### src/rtl/fft_stage_sequencer_if.sv
// Issue-side bundle between the FFT stage sequencer (master) and its surroundings:
// controller start/done, sample RAM / twiddle ROM read port, butterfly input and writeback.
interface fft_stage_sequencer_if #(
    parameter int unsigned N = 32
);
    localparam int unsigned AddrWidth = $clog2(N);
    localparam int unsigned StageWidth = $clog2(AddrWidth);

    logic                  start;
    logic [AddrWidth-1:0]  rd_address1;
    logic [AddrWidth-1:0]  rd_address2;
    logic [AddrWidth-2:0]  tw_index;
    logic                  rd_en;
    logic                  bfly_valid;
    logic [AddrWidth-1:0]  bfly_address1;
    logic [AddrWidth-1:0]  bfly_address2;
    logic                  wb_valid;
    logic [StageWidth-1:0] stage;
    logic                  busy;
    logic                  done;

    modport master (
        input  start, wb_valid,
        output rd_address1, rd_address2, tw_index, rd_en,
        output bfly_valid, bfly_address1, bfly_address2,
        output stage, busy, done
    );

    modport slave (
        output start, wb_valid,
        input  rd_address1, rd_address2, tw_index, rd_en,
        input  bfly_valid, bfly_address1, bfly_address2,
        input  stage, busy, done
    );
endinterface

### src/rtl/fft_stage_sequencer.sv
// Issue side of an in-place radix-2 DIT FFT: walks every butterfly of each stage, emits the
// read address pair and twiddle index, and holds the next stage until all writebacks drain.
module fft_stage_sequencer #(
    parameter int unsigned N           = 32,
    parameter int unsigned MEM_LATENCY = 1
) (
    input logic                   clk,
    input logic                   reset,
    fft_stage_sequencer_if.master bus
);
    localparam int unsigned AddrWidth  = $clog2(N);
    localparam int unsigned StageWidth = $clog2(AddrWidth);
    localparam logic [AddrWidth-2:0]  KLast     = '1;
    localparam logic [AddrWidth-2:0]  KOne      = 1;
    localparam logic [StageWidth-1:0] StageLast = StageWidth'(AddrWidth - 1);
    localparam logic [StageWidth-1:0] StageOne  = 1;
    localparam logic [AddrWidth-1:0]  HalfN     = AddrWidth'(N / 2);
    localparam logic [AddrWidth-1:0]  AddrOne   = 1;

    typedef enum logic [1:0] {StIdle, StIssue, StDrain, StDone} state_e;

    state_e                state_q, state_d;
    logic [AddrWidth-2:0]  k_q, k_d;
    logic [StageWidth-1:0] stage_q, stage_d;
    logic [AddrWidth-1:0]  wb_cnt_q, wb_cnt_d, wb_total;

    always_ff @(posedge clk) begin
        if (reset) begin
            state_q  <= StIdle;
            k_q      <= '0;
            stage_q  <= '0;
            wb_cnt_q <= '0;
        end else begin
            state_q  <= state_d;
            k_q      <= k_d;
            stage_q  <= stage_d;
            wb_cnt_q <= wb_cnt_d;
        end
    end

    always_comb begin
        state_d  = state_q;
        k_d      = k_q;
        stage_d  = stage_q;
        wb_cnt_d = wb_cnt_q;
        wb_total = wb_cnt_q + AddrWidth'(bus.wb_valid);
        unique case (state_q)
            StIdle: begin
                if (bus.start) begin
                    state_d  = StIssue;
                    k_d      = '0;
                    stage_d  = '0;
                    wb_cnt_d = '0;
                end
            end
            StIssue: begin
                wb_cnt_d = wb_total;
                if (k_q == KLast) begin
                    state_d = StDrain;
                end else begin
                    k_d = k_q + KOne;
                end
            end
            StDrain: begin
                wb_cnt_d = wb_total;
                // The next stage reads results of this one, so wait for every writeback.
                if (wb_total >= HalfN) begin
                    wb_cnt_d = '0;
                    k_d      = '0;
                    if (stage_q == StageLast) begin
                        state_d = StDone;
                    end else begin
                        stage_d = stage_q + StageOne;
                        state_d = StIssue;
                    end
                end
            end
            StDone: begin
                state_d = StIdle;
                stage_d = '0;
            end
            default: state_d = StIdle;
        endcase
    end

    logic                 issue;
    logic [AddrWidth-1:0] k_ext, span, pos, addr1, addr2;
    logic [AddrWidth-2:0] tw;

    always_comb begin
        issue = (state_q == StIssue);
        k_ext = {1'b0, k_q};
        span  = AddrOne << stage_q;
        pos   = k_ext & (span - AddrOne);
        // Group base is k with the in-group bits cleared, doubled.
        addr1 = issue ? (((k_ext & ~(span - AddrOne)) << 1) | pos) : '0;
        addr2 = issue ? (addr1 + span) : '0;
        tw    = issue ? (AddrWidth - 1)'(pos << (StageLast - stage_q)) : '0;
    end

    assign bus.rd_en       = issue;
    assign bus.rd_address1 = addr1;
    assign bus.rd_address2 = addr2;
    assign bus.tw_index    = tw;
    assign bus.stage       = stage_q;
    assign bus.busy        = (state_q == StIssue) || (state_q == StDrain);
    assign bus.done        = (state_q == StDone);

    logic [MEM_LATENCY-1:0] pipe_valid;
    logic [AddrWidth-1:0]   pipe_a1 [MEM_LATENCY];
    logic [AddrWidth-1:0]   pipe_a2 [MEM_LATENCY];

    always_ff @(posedge clk) begin
        if (reset) begin
            for (int i = 0; i < int'(MEM_LATENCY); i++) begin
                pipe_valid[i] <= 1'b0;
                pipe_a1[i]    <= '0;
                pipe_a2[i]    <= '0;
            end
        end else begin
            pipe_valid[0] <= issue;
            pipe_a1[0]    <= addr1;
            pipe_a2[0]    <= addr2;
            for (int i = 1; i < int'(MEM_LATENCY); i++) begin
                pipe_valid[i] <= pipe_valid[i-1];
                pipe_a1[i]    <= pipe_a1[i-1];
                pipe_a2[i]    <= pipe_a2[i-1];
            end
        end
    end

    assign bus.bfly_valid    = pipe_valid[MEM_LATENCY-1];
    assign bus.bfly_address1 = pipe_a1[MEM_LATENCY-1];
    assign bus.bfly_address2 = pipe_a2[MEM_LATENCY-1];
endmodule

### src/flat_wrapper.sv
// flat-port wrapper written by rule: the top's interface ports become plain ports
module fft_stage_sequencer_flat 
#(
    parameter int unsigned N           = 32,
    parameter int unsigned MEM_LATENCY = 1
)
  (clk, reset, bus_start, bus_wb_valid, bus_rd_address1, bus_rd_address2, bus_tw_index, bus_rd_en, bus_bfly_valid, bus_bfly_address1, bus_bfly_address2, bus_stage, bus_busy, bus_done);
  fft_stage_sequencer_if #(.N(N)) bus_i ();
  input logic clk;
  input logic reset;
  input wire logic [$bits(bus_i.start)-1:0] bus_start;
  input wire logic [$bits(bus_i.wb_valid)-1:0] bus_wb_valid;
  output wire logic [$bits(bus_i.rd_address1)-1:0] bus_rd_address1;
  output wire logic [$bits(bus_i.rd_address2)-1:0] bus_rd_address2;
  output wire logic [$bits(bus_i.tw_index)-1:0] bus_tw_index;
  output wire logic [$bits(bus_i.rd_en)-1:0] bus_rd_en;
  output wire logic [$bits(bus_i.bfly_valid)-1:0] bus_bfly_valid;
  output wire logic [$bits(bus_i.bfly_address1)-1:0] bus_bfly_address1;
  output wire logic [$bits(bus_i.bfly_address2)-1:0] bus_bfly_address2;
  output wire logic [$bits(bus_i.stage)-1:0] bus_stage;
  output wire logic [$bits(bus_i.busy)-1:0] bus_busy;
  output wire logic [$bits(bus_i.done)-1:0] bus_done;
  assign bus_i.start = bus_start;
  assign bus_i.wb_valid = bus_wb_valid;
  assign bus_rd_address1 = bus_i.rd_address1;
  assign bus_rd_address2 = bus_i.rd_address2;
  assign bus_tw_index = bus_i.tw_index;
  assign bus_rd_en = bus_i.rd_en;
  assign bus_bfly_valid = bus_i.bfly_valid;
  assign bus_bfly_address1 = bus_i.bfly_address1;
  assign bus_bfly_address2 = bus_i.bfly_address2;
  assign bus_stage = bus_i.stage;
  assign bus_busy = bus_i.busy;
  assign bus_done = bus_i.done;
  fft_stage_sequencer #(.N(N), .MEM_LATENCY(MEM_LATENCY)) u_core (.clk(clk), .reset(reset), .bus(bus_i));
endmodule
### config.mk
export PLATFORM = sky130hd
export DESIGN_NAME = fft_stage_sequencer_flat
export DESIGN_NICKNAME = d
export VERILOG_FILES = /design/src/rtl/fft_stage_sequencer_if.sv /design/src/rtl/fft_stage_sequencer.sv /design/src/flat_wrapper.sv
export SDC_FILE = /design/constraint.sdc
export NUM_CORES = 1
export LEC_CHECK = 0
export ABC_AREA = 1
export BUFFER_PORTS_ARGS = -buffer_cell sky130_fd_sc_hd__clkbuf_2
export CORE_MARGIN = 4
export CORE_UTILIZATION = 40
export DETAILED_ROUTE_END_ITERATION = 7
export GPL_TIMING_DRIVEN = 0
export SETUP_SLACK_MARGIN = 0.2
export SLEW_MARGIN = 15
export SYNTH_ARGS = -nofsm -noshare
export SYNTH_HDL_FRONTEND = slang
export SYNTH_SLANG_ARGS = --single-unit
### constraint.sdc
create_clock -name clk -period 4.6 [get_ports clk]
set_input_delay 0.92 -clock clk [delete_from_list [all_inputs] [get_ports clk]]
set_output_delay 0.92 -clock clk [all_outputs]
set_load 0.01 [all_outputs]
-- Yosys cells after proc, flatten, opt, wreduce, memory -nomap -nowiden
Memory sizes are Yosys's and may differ from the RTL's.
Cells that the tools add are included.
- add/subtract/negate cells: 6
- magnitude comparators: 1
- eq/ne operators: 10
- shift-type cells: 2
- muxes and demuxes: 26
- bitwise logic cells: 4
- reductions and logical operators: 10
- operator list (cell ; count):
    $mux W5 ; 6
    $mux W4 ; 4
    $pmux W5 S3 ; 1
    $pmux W4 S3 ; 1
    $reduce_or A5 Y1 ; 2
    $mux W3 ; 3
    $pmux W3 S3 ; 1
    $mux W2 ; 4
    $pmux W2 S4 ; 1
    $reduce_and A4 Y1 ; 2
    $ne A2 B2 Y1 const B ; 3
    $reduce_bool A3 Y1 ; 2
    $add A5 B1 Y5 ; 1
    $add A5 B5 Y5 ; 1
    $and A4 B5 Y5 ; 1
    $ge A5 B5 Y1 const B ; 1
    $mux W1 ; 5
    $or A5 B5 Y5 ; 1
    $shl A1 B3 Y5 const A ; 1
    $shl A5 B3 Y4 ; 1
    $sub A5 B1 Y5 const B ; 1
    $add A4 B1 Y4 const B ; 1
    $and A4 B4 Y4 ; 1
    $eq A2 B2 Y1 const B ; 2
    11 further kinds ; 12
- register bits after elaboration: 15
- RAM bits: 10
- input bits: 4
- output and inout bits: 31
- word-level logic and storage cells: 66
- memories: 2
- memories (name ; depth ; bits a word ; read ports ; clocked after memory_dff ; wr ports ; line ; RTL):
    u_core.pipe_a1 ; 1 ; 5 ; 1 ; 0 ; 1 ; fft_stage_sequencer.sv:110 ; logic [AddrWidth-1:0] pipe_a1 [MEM_LATENCY];
    u_core.pipe_a2 ; 1 ; 5 ; 1 ; 0 ; 1 ; fft_stage_sequencer.sv:111 ; logic [AddrWidth-1:0] pipe_a2 [MEM_LATENCY];

-- Longest topological paths before layout
- depth in word-level cells: 9
- depth in mapped cells: 19

-- Least setup slack after synthesis
Ideal clock, no wire load.
- path type: reg-to-output
- start point: register u_core.stage_q[0] (netlist: u_core.bus.stage[0])
- end point: output bus_rd_address2[3]
- data arrival time: 2690 ps
- data required time: 3680 ps
- path slack: 990 ps
- cell stages (with the launch flop): 17
- path buffers: 0
- path through: dfxtp_1 > clkinv_1 > ha_1 > ha_1 > inv_2 > nand3_2 > a21oi_1 > a21oi_1 > nor2_1 > ha_1 > inv_1 > nor2_1 > nor2_1 > nand2_1 > nand2_1 > nand3_2 > inv_1
- longest elaborated chain between the ends: 8
- elaborated cells on any way between the ends: 9
- ends and longest elaborated chain (item ; line ; RTL):
    from (decl) ; fft_stage_sequencer.sv:24 ; logic [StageWidth-1:0] stage_q, stage_d;
    from (signal assigned) ; fft_stage_sequencer.sv:36 ; stage_q <= stage_d;
    $shl A1 B3 Y5 (*) ; fft_stage_sequencer.sv:93 ; span = AddrOne << stage_q;
    $sub A5 B1 Y5 (*) ; fft_stage_sequencer.sv:94 ; pos = k_ext & (span - AddrOne);
    $not A4 Y4 ; fft_stage_sequencer.sv:96 ; addr1 = issue ? (((k_ext & ~(span - AddrOne)) << 1) | pos) : '0;
    $and A4 B4 Y4 ; fft_stage_sequencer.sv:96 ;
    $or A5 B5 Y5 (*) ; fft_stage_sequencer.sv:96 ;
    $mux W5 (*) ; fft_stage_sequencer.sv:96 ;
    via bus_rd_address1[2] ; flat_wrapper.sv:13 ; output wire logic [$bits(bus_i.rd_address1)-1:0] bus_rd_address1;
    $add A5 B5 Y5 (*) ; fft_stage_sequencer.sv:97 ; addr2 = issue ? (addr1 + span) : '0;
    $mux W5 (*) ; fft_stage_sequencer.sv:97 ;
    to (decl) ; flat_wrapper.sv:14 ; output wire logic [$bits(bus_i.rd_address2)-1:0] bus_rd_address2;
Mark *: on every way through the listed nets, which the timed path passes. The rest lies on a longest branch.

-- Worst setup path in the final report
- start point: register u_core.stage_q[0] (netlist: u_core.bus.stage[0])
- end point: output bus_rd_address2[3]
- longest elaborated chain between the ends: 8
- elaborated cells on any way between the ends: 9
- ends and longest elaborated chain (item ; line):
    $shl A1 B3 Y5 (*) ; fft_stage_sequencer.sv:93
    $sub A5 B1 Y5 ; fft_stage_sequencer.sv:94
    $not A4 Y4 ; fft_stage_sequencer.sv:96
    $and A4 B4 Y4 ; fft_stage_sequencer.sv:96
    $or A5 B5 Y5 ; fft_stage_sequencer.sv:96
    $mux W5 ; fft_stage_sequencer.sv:96
    $add A5 B5 Y5 (*) ; fft_stage_sequencer.sv:97
    $mux W5 (*) ; fft_stage_sequencer.sv:97
Every way passes the cells marked *; elsewhere a longest branch is shown, timed or not.

==> results.tsv <==
stage	metric	value	unit
yosys	synth_ff_type	dfxtp_1	
setup_path	start_kind	register	
grt	grt_pass1_vias	1365	
worst_hold_path	hold_depth	2	
drt	vias	1547	
grt	grt_first_pass_wirelength	6.11	mm
finish	n_fill_cell	422	
setup_path	rr_endpoint	u_core.pipe_a2[0][3]	
setup_path	end_kind	primary output	
yosys	synth_edf_count	0	
cts	numCtsBuffers	3	
setup_path	cp_slowest_cell	dfxtp_1	
cts	cts_root_buf	clkbuf_8	
yosys	synth_area_leaders	dfxtp_1, ha_1, nand2_1	
setup_path	required	3.68	ns
setup_path	reg2reg_depth	16	
finish	antenna_cells	0	
timing	finClkSkew	0.0119	ns
drt	first_pass_iters	4	
cts	clock_sinks	25	
floorplan	io_pins	35	
yosys	seq_area_frac_synth	0.299	
setup_path	ff2ff_setup_slack	1.80	ns
place	portBuffers	34	
worst_hold_path	holdCritStartpoint	u_core.wb_cnt_q[0]	
cts	worstSkewPairLatency	0.28	ns
timing	min_period_over_period	0.880	
finish	nets	299	
timing	finalSetupTns	0	ns
floorplan	coreArea	4030	µm²
floorplan	row_count	23	
finish	layout_commonest_cell	nand2_1	
yosys	synth.distinct_cells	27	
grt	grt_overflow	0	
yosys	yosys_warnings	0	
yosys	syn_inst	236	
grt	antenna_found_initial	0	
setup_path	slowest_delay	0.43	ns
place	place.gp.congestion	0.872	
timing	worst_pin_slew	0.604	ns
place	dp_hpwl	2.85	mm
cts	cts.path.max_buffers	2	
finish	fin_cells	325	
place	dpl.cell_count	320	
yosys	ys_ff_latch	25	
status	status	finished clean	
yosys	ys_async_sr_fraction	0	
drt	met2_length	1.63	mm
grt	track_usage	0.145	
timing	setup_viol	0	
timing	min_period	4.05	ns
floorplan	die_w	72.7	µm
timing	fmax	247	MHz
drt	drt-initial-drc-count	65	
worst_hold_path	holdPathEnd	u_core.wb_cnt_q[0]	
cts	htreeDepth	1	
yosys	yosysTopAreaCellShare	0.299	
drt	drc	0	
setup_path	critical_path_class	reg -> out	
setup_path	r2r-start	u_core.bus.stage[0]	
yosys	synth_area	1680	µm²
drt	via_per_inst	4.76	
yosys	syn_nets	259	
grt	grt_max_degree	16	
yosys	synth_largest_area_cell	dfxtp_1	
setup_path	crit_fanout	6	
drt	wl_met3	217	µm
timing	hold_viol_final	0	
timing	rsz0062_at_grt	no	
setup_path	crit_path_cell_trace	clkinvlp_4, ha_1, ha_1, inv_2, nand3_2, a21oi_1, a21oi_1, nor2_1, ha_1, inv_1, nor2_1, nor2_1, nand2_1, nand2_1, nand3_2, inv_1, clkbuf_2	
finish	final_cell_mix	nand2_1, inv_1, clkbuf_2	
floorplan	dieHeight	72.7	µm
power	power_density	554	nW/µm²
drt	drt-total-wl	3.55	mm
power	peakVddDrop	317	µV
power	p_leak	0.00105	µW
floorplan	die_area	5290	µm²
flow_run	drv_cap	0	
setup_path	cp.arrival	3.13	ns
finish	drive_gt1_frac	0.262	
timing	slew_headroom	0.598	
timing	slew_violations	0	
drt	wl_per_cell	10.9	µm
drt	ant_nets	0	
yosys	synth_area_per_cell	7.10	µm²
drt	wl_met1	1.64	mm
cts	cts_tree	done	
drt	top_layer	met4	
cts	clk_pin_slew_worst_paths	0.09	ns
finish	syn2layout_area_growth	17.5	%
worst_hold_path	hold_class	reg -> reg	
floorplan	initial_core_util	0.416	
worst max-delay path by stage:
stage	from	endpoint	slack [ns]
final	u_core.bus.stage[0]	bus_rd_address2[3]	0.55
after global routing	u_core.bus.stage[0]	bus_rd_address2[3]	0.26
after CTS	u_core.bus.stage[0]	bus_rd_address2[3]	0.38
after detailed placement	u_core.bus.stage[0]	bus_rd_address2[3]	0.71
after global placement	u_core.bus.stage[0]	bus_rd_address2[3]	0.71
after floorplan	u_core.bus.stage[0]	bus_rd_address2[3]	0.99
stage by stage:
stage / setup slack (ns) / hold slack, ns / area [µm²] / total power, µW / utilization
after global routing: 0.264 / 0.512 / 1970 / 1220 / 0.489
after global placement: 0.705 / 0.469 / 1910 / 950 / 0.474
after floorplan: 0.990 / 0.449 / 1680 / 800 / -
final: 0.552 / 0.478 / 1970 / 1090 / 0.489
after CTS: 0.382 / 0.484 / 1960 / 1100 / 0.486
after detailed placement: 0.706 / 0.471 / 1910 / 953 / 0.474
cell type report:
| type | instances | area [µm²] | share of cell area |
|---|---|---|---|
| timing repair buffer | 35 | 178 | 0.0903 |
| multi-input combinational | 165 | 1000 | 0.509 |
| clock inverter | 1 | 7.51 | 0.00381 |
| inverter | 44 | 169 | 0.0858 |
| tap | 50 | 62.6 | 0.0318 |
| buffer | 2 | 8.76 | 0.00445 |
| clock buffer | 3 | 41.3 | 0.0210 |
| sequential | 25 | 500 | 0.254 |
metal layers:
metal  vias up  GRT usage
li1        823          -
met3         7     0.0386
met2        39      0.233
met1       678      0.186
met4         0     0.0512
met5         -          0
power breakdown:
part / internal, µW / switching (µW)
logic: 224 / 440
registers: 253 / 37.2
clock network: 61.6 / 75.3
total: 538 / 552
critical path: cells and delay by family, from the launching register on:
kind	cells	cell delay (ns)
simple gates	7	0.70
flops	1	0.43
buf+inv	5	0.56
fa+ha+maj	3	0.80
compound gates	2	0.37
repair_timing:
action	CTS	global route
buffers inserted	0	1
hold buffers	0	0
endpoints found under the setup margin	0	2
gates resized for setup	0	1
registers in the layout, indices dropped and copies added (netlist names):
name                   cells
u_core.pipe_a2             5
u_core.bus.bfly_valid      1
u_core.wb_cnt_q            5
u_core.pipe_a1             5
u_core.state_q             2
u_core.k_q                 4
u_core.bus.stage           3
cells in the mapped netlist, drive strengths merged (2+ instances only):
library cell   n
inv           43
xor2           2
o21ai         11
nand2         56
nor2          29
nor3           4
ha            19
nand4          2
a21oi         19
nand3         19
dfxtp         25
cell families (layout without fill, tap and decap cells):
family | Yosys count | after routing | share of synthesized area
and+or+nand+nor | 112 | 112 | 0.332
buffers and inverters | 46 | 85 | 0.104
AOI/OAI and AO/OA | 32 | 32 | 0.108
DFF | 25 | 25 | 0.299
adders and majority gates | 19 | 19 | 0.142
xor gates and xnor gates | 2 | 2 | 0.0149
Power figures use the tool's default switching activity.
